<file path="src/rtl/load_store_unit.sv">
// Core-side load/store initiator: one operation at a time over a 64-bit word port.
// Loads extract and extend byte lanes; sub-doubleword stores use read-modify-write.
module load_store_unit #(
    parameter int unsigned XLEN = 64
) (
    input  logic            clk,
    input  logic            reset,
    input  logic            req_valid,
    output logic            req_ready,
    input  logic            req_store,
    input  logic [2:0]      req_size,
    input  logic            req_signed,
    input  logic [XLEN-1:0] req_addr,
    input  logic [XLEN-1:0] req_wdata,
    output logic            resp_valid,
    output logic [XLEN-1:0] resp_rdata,
    output logic            resp_error,
    output logic [XLEN-1:0] mem_addr,
    output logic [XLEN-1:0] mem_wdata,
    output logic            mem_read_req,
    output logic            mem_write_req,
    output logic [2:0]      mem_size,
    output logic            mem_signed,
    input  logic [XLEN-1:0] mem_rdata,
    input  logic            mem_ready,
    input  logic            mem_error
);

    typedef enum logic [2:0] {StIdle, StLd, StRmwRd, StRmwWr, StStWr, StResp} state_e;

    state_e          state_q;
    logic [XLEN-1:0] rbuf;
    logic [XLEN-1:0] wdata_q;
    logic [2:0]      addr_q;
    logic [1:0]      size_q;
    logic            signed_q;
    logic            store_q;
    logic            misaligned;
    logic [5:0]      sh;
    logic [XLEN-1:0] bmask;

    // Size 3 shifts by 64, which yields an all-ones mask after inversion.
    function automatic logic [XLEN-1:0] size_mask(input logic [1:0] sz);
        return ~({XLEN{1'b1}} << (7'd8 << sz));
    endfunction

    function automatic logic [XLEN-1:0] extend(input logic [XLEN-1:0] d, input logic [1:0] sz,
                                               input logic sg);
        case (sz)
            2'd0:    return {{(XLEN-8){sg & d[7]}}, d[7:0]};
            2'd1:    return {{(XLEN-16){sg & d[15]}}, d[15:0]};
            2'd2:    return {{(XLEN-32){sg & d[31]}}, d[31:0]};
            default: return d;
        endcase
    endfunction

    always_comb begin
        misaligned = 1'b0;
        case (req_size)
            3'd0:    misaligned = 1'b0;
            3'd1:    misaligned = req_addr[0];
            3'd2:    misaligned = |req_addr[1:0];
            3'd3:    misaligned = |req_addr[2:0];
            default: misaligned = 1'b1;
        endcase
    end

    assign sh         = {addr_q, 3'b000};
    assign bmask      = size_mask(size_q) << sh;
    assign req_ready  = (state_q == StIdle);
    assign mem_size   = 3'd3;
    assign mem_signed = 1'b0;
    // Data is only meaningful in the response cycle of a successful load.
    assign resp_rdata = (state_q == StResp && !resp_error && !store_q)
                        ? extend(rbuf >> sh, size_q, signed_q) : '0;

    always_ff @(posedge clk) begin
        if (reset) begin
            state_q       <= StIdle;
            rbuf          <= '0;
            wdata_q       <= '0;
            addr_q        <= '0;
            size_q        <= '0;
            signed_q      <= 1'b0;
            store_q       <= 1'b0;
            resp_valid    <= 1'b0;
            resp_error    <= 1'b0;
            mem_addr      <= '0;
            mem_wdata     <= '0;
            mem_read_req  <= 1'b0;
            mem_write_req <= 1'b0;
        end else begin
            resp_valid <= 1'b0;
            case (state_q)
                StIdle: begin
                    resp_error <= 1'b0;
                    if (req_valid) begin
                        addr_q   <= req_addr[2:0];
                        size_q   <= req_size[1:0];
                        signed_q <= req_signed;
                        store_q  <= req_store;
                        wdata_q  <= req_wdata;
                        if (misaligned) begin
                            state_q    <= StResp;
                            resp_valid <= 1'b1;
                            resp_error <= 1'b1;
                        end else begin
                            mem_addr <= {req_addr[XLEN-1:3], 3'b000};
                            if (!req_store) begin
                                state_q      <= StLd;
                                mem_read_req <= 1'b1;
                            end else if (req_size == 3'd3) begin
                                state_q       <= StStWr;
                                mem_write_req <= 1'b1;
                                mem_wdata     <= req_wdata;
                            end else begin
                                state_q      <= StRmwRd;
                                mem_read_req <= 1'b1;
                            end
                        end
                    end
                end
                StLd: begin
                    if (mem_ready) begin
                        mem_read_req <= 1'b0;
                        rbuf         <= mem_rdata;
                        state_q      <= StResp;
                        resp_valid   <= 1'b1;
                        resp_error   <= mem_error;
                    end
                end
                StRmwRd: begin
                    if (mem_ready) begin
                        mem_read_req <= 1'b0;
                        rbuf         <= mem_rdata;
                        if (mem_error) begin
                            state_q    <= StResp;
                            resp_valid <= 1'b1;
                            resp_error <= 1'b1;
                        end else begin
                            state_q       <= StRmwWr;
                            mem_write_req <= 1'b1;
                            mem_wdata     <= (mem_rdata & ~bmask) | ((wdata_q << sh) & bmask);
                        end
                    end
                end
                StRmwWr, StStWr: begin
                    if (mem_ready) begin
                        mem_write_req <= 1'b0;
                        state_q       <= StResp;
                        resp_valid    <= 1'b1;
                        resp_error    <= mem_error;
                    end
                end
                StResp: begin
                    state_q    <= StIdle;
                    resp_error <= 1'b0;
                end
                default: state_q <= StIdle;
            endcase
        end
    end

endmodule

</file>
<file path="config.mk">
export PLATFORM = sky130hd
export DESIGN_NAME = load_store_unit
export DESIGN_NICKNAME = d
export VERILOG_FILES = /design/src/rtl/load_store_unit.sv
export SDC_FILE = /design/constraint.sdc
export NUM_CORES = 1
export LEC_CHECK = 0
export BUFFER_PORTS_ARGS = -buffer_cell sky130_fd_sc_hd__buf_2
export CAP_MARGIN = 0
export CORE_MARGIN = 2
export CORE_UTILIZATION = 32
export DETAILED_ROUTE_END_ITERATION = 6
export GPL_TIMING_DRIVEN = 0
export HOLD_SLACK_MARGIN = 0.15
export MAX_ROUTING_LAYER = met4
export PLACE_DENSITY = 0.55
export SETUP_SLACK_MARGIN = 0.4
export SLEW_MARGIN = 10
export SYNTH_ARGS = -nofsm -noshare
export SYNTH_HDL_FRONTEND = slang
export SYNTH_SLANG_ARGS = --single-unit
</file>
<file path="constraint.sdc">
create_clock -name clk -period 2.55 [get_ports clk]
set_clock_uncertainty 0.2 [all_clocks]
set_input_delay 0.255 -clock clk [delete_from_list [all_inputs] [get_ports clk]]
set_output_delay 0.255 -clock clk [all_outputs]
set_load 0.02 [all_outputs]
</file>
==> results.py, run 1 <==
metrics = {
    "power_and_ir_drop": {
        "p_int_mw": 8.877,
        "switching_share": 0.3612,
        "pwr-share-comb": 0.349,
        "power_density_mw_per_mm2": 541.8,
        "p_sw_mw": 5.018,
        "p_leak_nw": 9.646,
        "fin_total_pwr_mw": 13.90,
        "vdd_drop_max_uv": 528.3,
        "pwr-share-clk": 0.295,
        "power.share.sequential": 0.357,
    },
    "die": {
        "die_w_um": 219.5,
        "die_y_um": 219.5,
        "dieArea_mm2": 0.04816,
        "coreArea_mm2": 0.04558,
        "io_pins": 403,
        "rows": 78,
        "initial_utilization": 0.3259,
    },
    "yosys": {
        "ys_ff_latch": 267,
        "synthTopCellsByArea": "dfxtp_1 36%, nand2_1 12%, a21oi_1 9.8%, mux2i_1 5.3%, mux4_2 5.0%",
        "syn_avg_cell_area_um2": 7.827,
        "yosysUniqueCellTypes": 66,
        "synthFlopType": "dfxtp_1",
        "synth_edf_count": 0,
        "synth_top_family_by_area": "compound AO/OA/AOI/OAI gates",
        "syn_area_mm2": 0.01486,
        "synth.mux.area_fraction": 0.1245,
        "synth-xor-area-share": 0.0005896,
        "netlist_instances": 1898,
        "ys_warn_count": 0,
        "yosysSeqAreaShare": 0.3598,
        "async_flop_share": 0,
        "yosysTopAreaCell": "dfxtp_1",
        "synth_compound_area_frac": 0.2574,
        "yosys.area_share.simple": 0.1957,
        "synth.top_cell.area_share": 0.3598,
        "yosys.area_share.adder": 0,
    },
    "route": {
        "drt-wirelength-per-cell_um": 26.06,
        "dr.pass1.iters": 5,
        "ant_nets": 0,
        "wirelength_mm": 84.78,
        "drc": 0,
        "vias": 18532,
        "drt_iter0_drc": 1901,
        "via_per_inst": 5.697,
    },
    "outcome": {
        "status": "finished, violations left",
        "violations": "negative setup slack",
    },
    "placement": {
        "port_buffers": 394,
        "place_area_mm2": 0.01819,
        "hpwlAfterDp_mm": 63.29,
        "dp_slack_ps": -744.1,
        "placed_cells": 2897,
        "finalWeightedCongestion": 1.032,
    },
    "timing": {
        "slew_violations": 0,
        "post-route-min-period_ps": 3228,
        "setup-tns-final_ps": -37990,
        "slew_headroom": 0.2959,
        "rsz0062_at_grt": "yes",
        "whs_ps": 177.8,
        "tightestPinTransition_ps": 1056,
        "fin_crit_sh": 1.266,
        "max_freq_mhz": 309.8,
        "finalSetupViolCount": 79,
        "setup_slack_ps": -678.2,
        "hold_viol_final": 0,
    },
    "grt": {
        "grt_pass1_wl_mm": 119.7,
        "antenna_found_initial": 2,
        "grtUsageMet2": 0.5432,
        "grt_pass1_vias": 17922,
        "met1_usage": 0.4288,
        "overflow": 0,
        "grt_usage": 0.3479,
        "grt_max_degree": 15,
        "use_met3": 0.04817,
        "busiest_layer": "met2",
    },
    "finish": {
        "layoutNonFillerInstCount": 3253,
        "layout_common_cells": "456 x nand2_1, 345 x buf_2, 262 x dfxtp_1",
        "final_util": 0.5627,
        "layout_commonest_cell": "nand2_1",
        "syn_to_final_growth_pct": 72.64,
        "nets": 2836,
        "fill_cells": 4039,
        "layout-drive-gt1-share": 0.4115,
        "final_area_mm2": 0.02565,
    },
    "critical_path": {
        "r2r_setup_slack_ps": -180,
        "r2r_end": "mem_wdata[37]",
        "cp-startpoint": "rbuf[63]",
        "critical_path_class": "register to output pin",
        "worst_ep_arrival_time_ps": 2770,
        "required_ps": 2100,
        "reg2reg_from": "addr_q[1]",
        "crit_path_end_kind": "output pin",
        "reg2reg_depth": 11,
        "cp_max_fo": 5,
        "critPathLaunchType": "register",
    },
    "run": {
        "maxCapViolations": 0,
    },
    "clock_tree": {
        "cts_max_path_buffers": 3,
        "cts_buffers": 28,
        "clkTransAtPathRegs_ps": 70,
        "clock-sinks": 267,
        "clk_latency_ps": 580,
        "cts_tree": "done",
        "htree_levels": 1,
        "cts.root.buffer_cell": "clkbuf_16",
    },
    "worst_hold_path": {
        "min_to": "mem_write_req",
        "holdPathStages": 6,
        "hp-start": "req_addr[1]",
        "hp-class": "input port to register",
    },
}
cell usage after synthesis, types with 9 or more instances:
cell / count
a211oi_1: 48
a21oi_1: 292
a21oi_2: 30
a221oi_1: 14
a22oi_1: 17
a2bb2oi_1: 15
buf_2: 43
buf_4: 18
clkbuf_1: 106
dfxtp_1: 267
mux2_2: 28
mux2i_1: 79
mux4_2: 33
nand2_1: 469
nand3_1: 16
nand3b_1: 23
nor2_1: 141
nor2b_1: 9
nor3_1: 18
o211ai_1: 21
o21a_1: 20
o21ai_0: 23
o221ai_1: 9
o22ai_1: 26
o41ai_1: 13
area by class of cell:
cell class	count	area [µm²]	area share
Sequential cell	267	5359	0.2090
Timing Repair Buffer	701	5704	0.2224
Buffer	183	1618	0.06308
Antenna cell	2	5.005	0.0001952
Clock buffer	37	794.5	0.03098
Multi-Input combinational cell	1444	11280	0.4399
Inverter	9	43.79	0.001708
Tap cell	600	750.7	0.02927
Clock inverter	10	90.09	0.003513
cells by family after synthesis:
kind of cell,Yosys count
multiplexers,140
buffers and inverters,192
flip-flops,267
other,2
XOR/XNOR,1
AND/OR/NAND/NOR,708
AO/OA/AOI/OAI,588
timing repair:
action,in CTS,in global routing
hold buffers,204,0
setup endpoints to repair,325,321
setup buffers,54,38
gates resized for setup,555,300
endpoints found under the hold margin,267,0
pin swaps,88,128
gates cloned,7,4
critical path: stages (launching register included):
cell and delay, ps:
dfxtp_1 530, mux2i_4 130, a2bb2oi_2 150, a221o_1 320, buf_6 130, o32a_4 350
buf_4 160, buf_16 140, a21oi_4 130, buf_6 130
flip-flops by register name, indices dropped and copies added, names as in the netlist, 2 cells and up:
signal     flops
rbuf          64
addr_q         3
state_q        3
wdata_q       64
size_q         2
mem_wdata     64
mem_addr      61
worst max path at each step:
stage	endpoint	slack [ps]	depth (start not counted)
6_report	resp_rdata[53]	-680	9
5_1_grt	resp_rdata[53]	-740	10
2_1_floorplan	resp_rdata[33]	220	8
3_5_place_dp	mem_wdata[5]	-740	7
3_3_place_gp	mem_wdata[5]	-760	7
4_1_cts	resp_rdata[61]	-670	10
per-layer routing:
metal  part of all wire  up-vias
met1               0.40     8991
met5                  0        -
met2               0.46     1013
met4              0.070        0
met3              0.069      326
li1                   -     8202
power by group through the flow:
| stage | sequential, mW | combinational, mW | clock (mW) |
|---|---|---|---|
| 3_3_place_gp | 4.96 | 3.23 | 0 |
| 2_1_floorplan | 5.01 | 1.82 | 0 |
| 6_report | 4.95 | 4.85 | 4.09 |
| 5_1_grt | 4.97 | 5.08 | 4.29 |
| 3_5_place_dp | 4.96 | 3.24 | 0 |
| 4_1_cts | 4.91 | 4.22 | 4.13 |
No activity file was read; power rests on OpenSTA's default activity.
==> run 2: changes to the inputs <==
--- a/config.mk
+++ b/config.mk
@@ -13,7 +13,8 @@
 export GPL_TIMING_DRIVEN = 0
 export HOLD_SLACK_MARGIN = 0.15
 export MAX_ROUTING_LAYER = met4
-export PLACE_DENSITY = 0.55
+export PLACE_DENSITY = 0.57
+export REMOVE_ABC_BUFFERS = 1
 export SETUP_SLACK_MARGIN = 0.4
 export SLEW_MARGIN = 10
 export SYNTH_ARGS = -nofsm -noshare
==> constraint.sdc (replaced) <==
create_clock -name clk -period 2.77 [get_ports clk]
set_clock_uncertainty 0.2 [all_clocks]
set_input_delay 0.277 -clock clk [delete_from_list [all_inputs] [get_ports clk]]
set_output_delay 0.277 -clock clk [all_outputs]
set_load 0.02 [all_outputs]
==> results.py, run 2 (same netlist as run 1, synthesis figures left out) <==
metrics = {
    "outcome": {
        "status": "finished, violations left",
        "violations": "negative setup slack",
    },
    "timing": {
        "setup_slack_ps": -583.9,
        "max_freq_mhz": 298.2,
        "slew_headroom": 0.4708,
        "hold_viol_final": 0,
        "whs_ps": 221.6,
        "finalSetupViolCount": 62,
        "setup-tns-final_ps": -27890,
        "tightestPinTransition_ps": 793.9,
        "fin_crit_sh": 1.211,
        "slew_violations": 0,
        "post-route-min-period_ps": 3354,
        "rsz0062_at_grt": "yes",
    },
    "critical_path": {
        "required_ps": 2290,
        "slowest_delay_ps": 480,
        "critPathLaunchType": "register",
        "crit_chain": "buf_16 > and2b_4 > a2bb2oi_4 > a221o_2 > o32a_4 > a21oi_4 > buf_6",
        "cp_max_fo": 8,
        "crit_slowest_cell": "o32a_4",
        "crit_path_end_kind": "output pin",
        "worst_ep_arrival_time_ps": 2880,
        "critical_path_class": "register to output pin",
    },
    "worst_hold_path": {
        "hp-class": "input port to register",
    },
    "finish": {
        "nets": 2734,
        "syn_to_final_growth_pct": 65.93,
        "reg_top3": "mem_wdata (64), rbuf (64), wdata_q (64)",
        "layout_common_cells": "458 x nand2_1, 332 x buf_2, 268 x a21oi_1",
        "layout-drive-gt1-share": 0.3682,
        "layoutNonFillerInstCount": 3155,
        "fill_cells": 4022,
        "layout_commonest_cell": "nand2_1",
    },
    "die": {
        "rows": 78,
        "coreArea_mm2": 0.04558,
        "die_w_um": 219.5,
        "dieArea_mm2": 0.04816,
        "die_y_um": 219.5,
        "io_pins": 403,
        "initial_utilization": 0.3259,
    },
    "grt": {
        "grt_pass1_wl_mm": 113.3,
        "grt_usage": 0.3275,
        "antenna_found_initial": 2,
        "grt_max_degree": 125,
        "overflow": 0,
        "grt_pass1_vias": 17637,
    },
    "power_and_ir_drop": {
        "vdd_drop_max_uv": 432.7,
        "fin_total_pwr_mw": 13.40,
        "p_leak_nw": 9.316,
        "power_density_mw_per_mm2": 543.4,
    },
    "route": {
        "drt_iter0_drc": 1833,
        "via_per_inst": 5.757,
        "drt-wirelength-per-cell_um": 25.66,
        "vias": 18164,
        "wirelength_mm": 80.95,
        "dr.pass1.iters": 7,
        "ant_nets": 0,
        "drc": 0,
    },
    "clock_tree": {
        "htree_levels": 2,
        "clock-sinks": 267,
        "cts_max_path_buffers": 3,
        "cts_tree": "done",
        "cts.root.buffer_cell": "clkbuf_16",
        "cts_buffers": 34,
        "clk_latency_ps": 570,
        "clkTransAtPathRegs_ps": 70,
    },
    "placement": {
        "dp_slack_ps": -1831,
        "port_buffers": 395,
        "hpwlAfterDp_mm": 45.12,
        "finalWeightedCongestion": 0.9021,
        "placed_cells": 2739,
    },
    "run": {
        "maxCapViolations": 0,
    },
}
[run 2: cell type report]
type,count,area [µm²],area share
Inverter,9,71.32,0.002893
Clock inverter,13,175.2,0.007106
Multi-Input combinational cell,1459,10530,0.4273
Timing Repair Buffer,758,6699,0.2718
Clock buffer,44,969.7,0.03934
Sequential cell,267,5375,0.2181
Tap cell,600,750.7,0.03046
Antenna cell,2,5.005,0.0002030
Timing Repair inverter,3,71.32,0.002893
[run 2: final timing paths]
kind / startpoint / to / slack, ps / cells after the start
setup / recovery: addr_q[1] / resp_rdata[36] / -580 / 7
setup reg to reg: addr_q[0] / mem_wdata[52] / -20 / 13
hold reg to reg: mem_wdata[5] / mem_wdata[5] / 250 / 2
hold / removal: mem_ready / resp_valid / 220 / 3
[run 2: metrics by stage]
step           utilization  cell area (µm²)
4_1_cts             0.5157            23510
6_report            0.5409            24650
2_1_floorplan            -            13990
3_5_place_dp        0.3810            17370
3_3_place_gp        0.3669            16720
5_1_grt             0.5409            24650
[run 2: what timing repair did]
action	CTS	global route
endpoints found under the hold margin	265	0
gates cloned	26	4
resized for setup	389	157
hold buffers	201	0
pin swaps	110	74
buffers inserted	86	40
setup endpoints to repair	311	177
[run 2: per-layer routing]
metal,vias to the layer above,GRT usage,routed length [µm]
met4,0,0.1480,4305
met2,1112,0.5056,36130
met5,-,-,0
li1,8034,-,-
met1,8791,0.4136,33070
met3,227,0.06542,7445
[run 2: critical path, delay by kind of cell (launching register included)]
family                 cells  cell delay [ps]
AOI/OAI and AO/OA          4             1270
DFF                        1              370
buffers and inverters      2              300
and+or+nand+nor            1              330
[run 2: power by group]
| part | leakage (nW) | switching [mW] | internal [mW] |
|---|---|---|---|
| Combinational | 6.57 | 2.45 | 1.79 |
| Clock | 0.567 | 1.84 | 2.83 |
| Sequential | 2.18 | 0.317 | 4.16 |
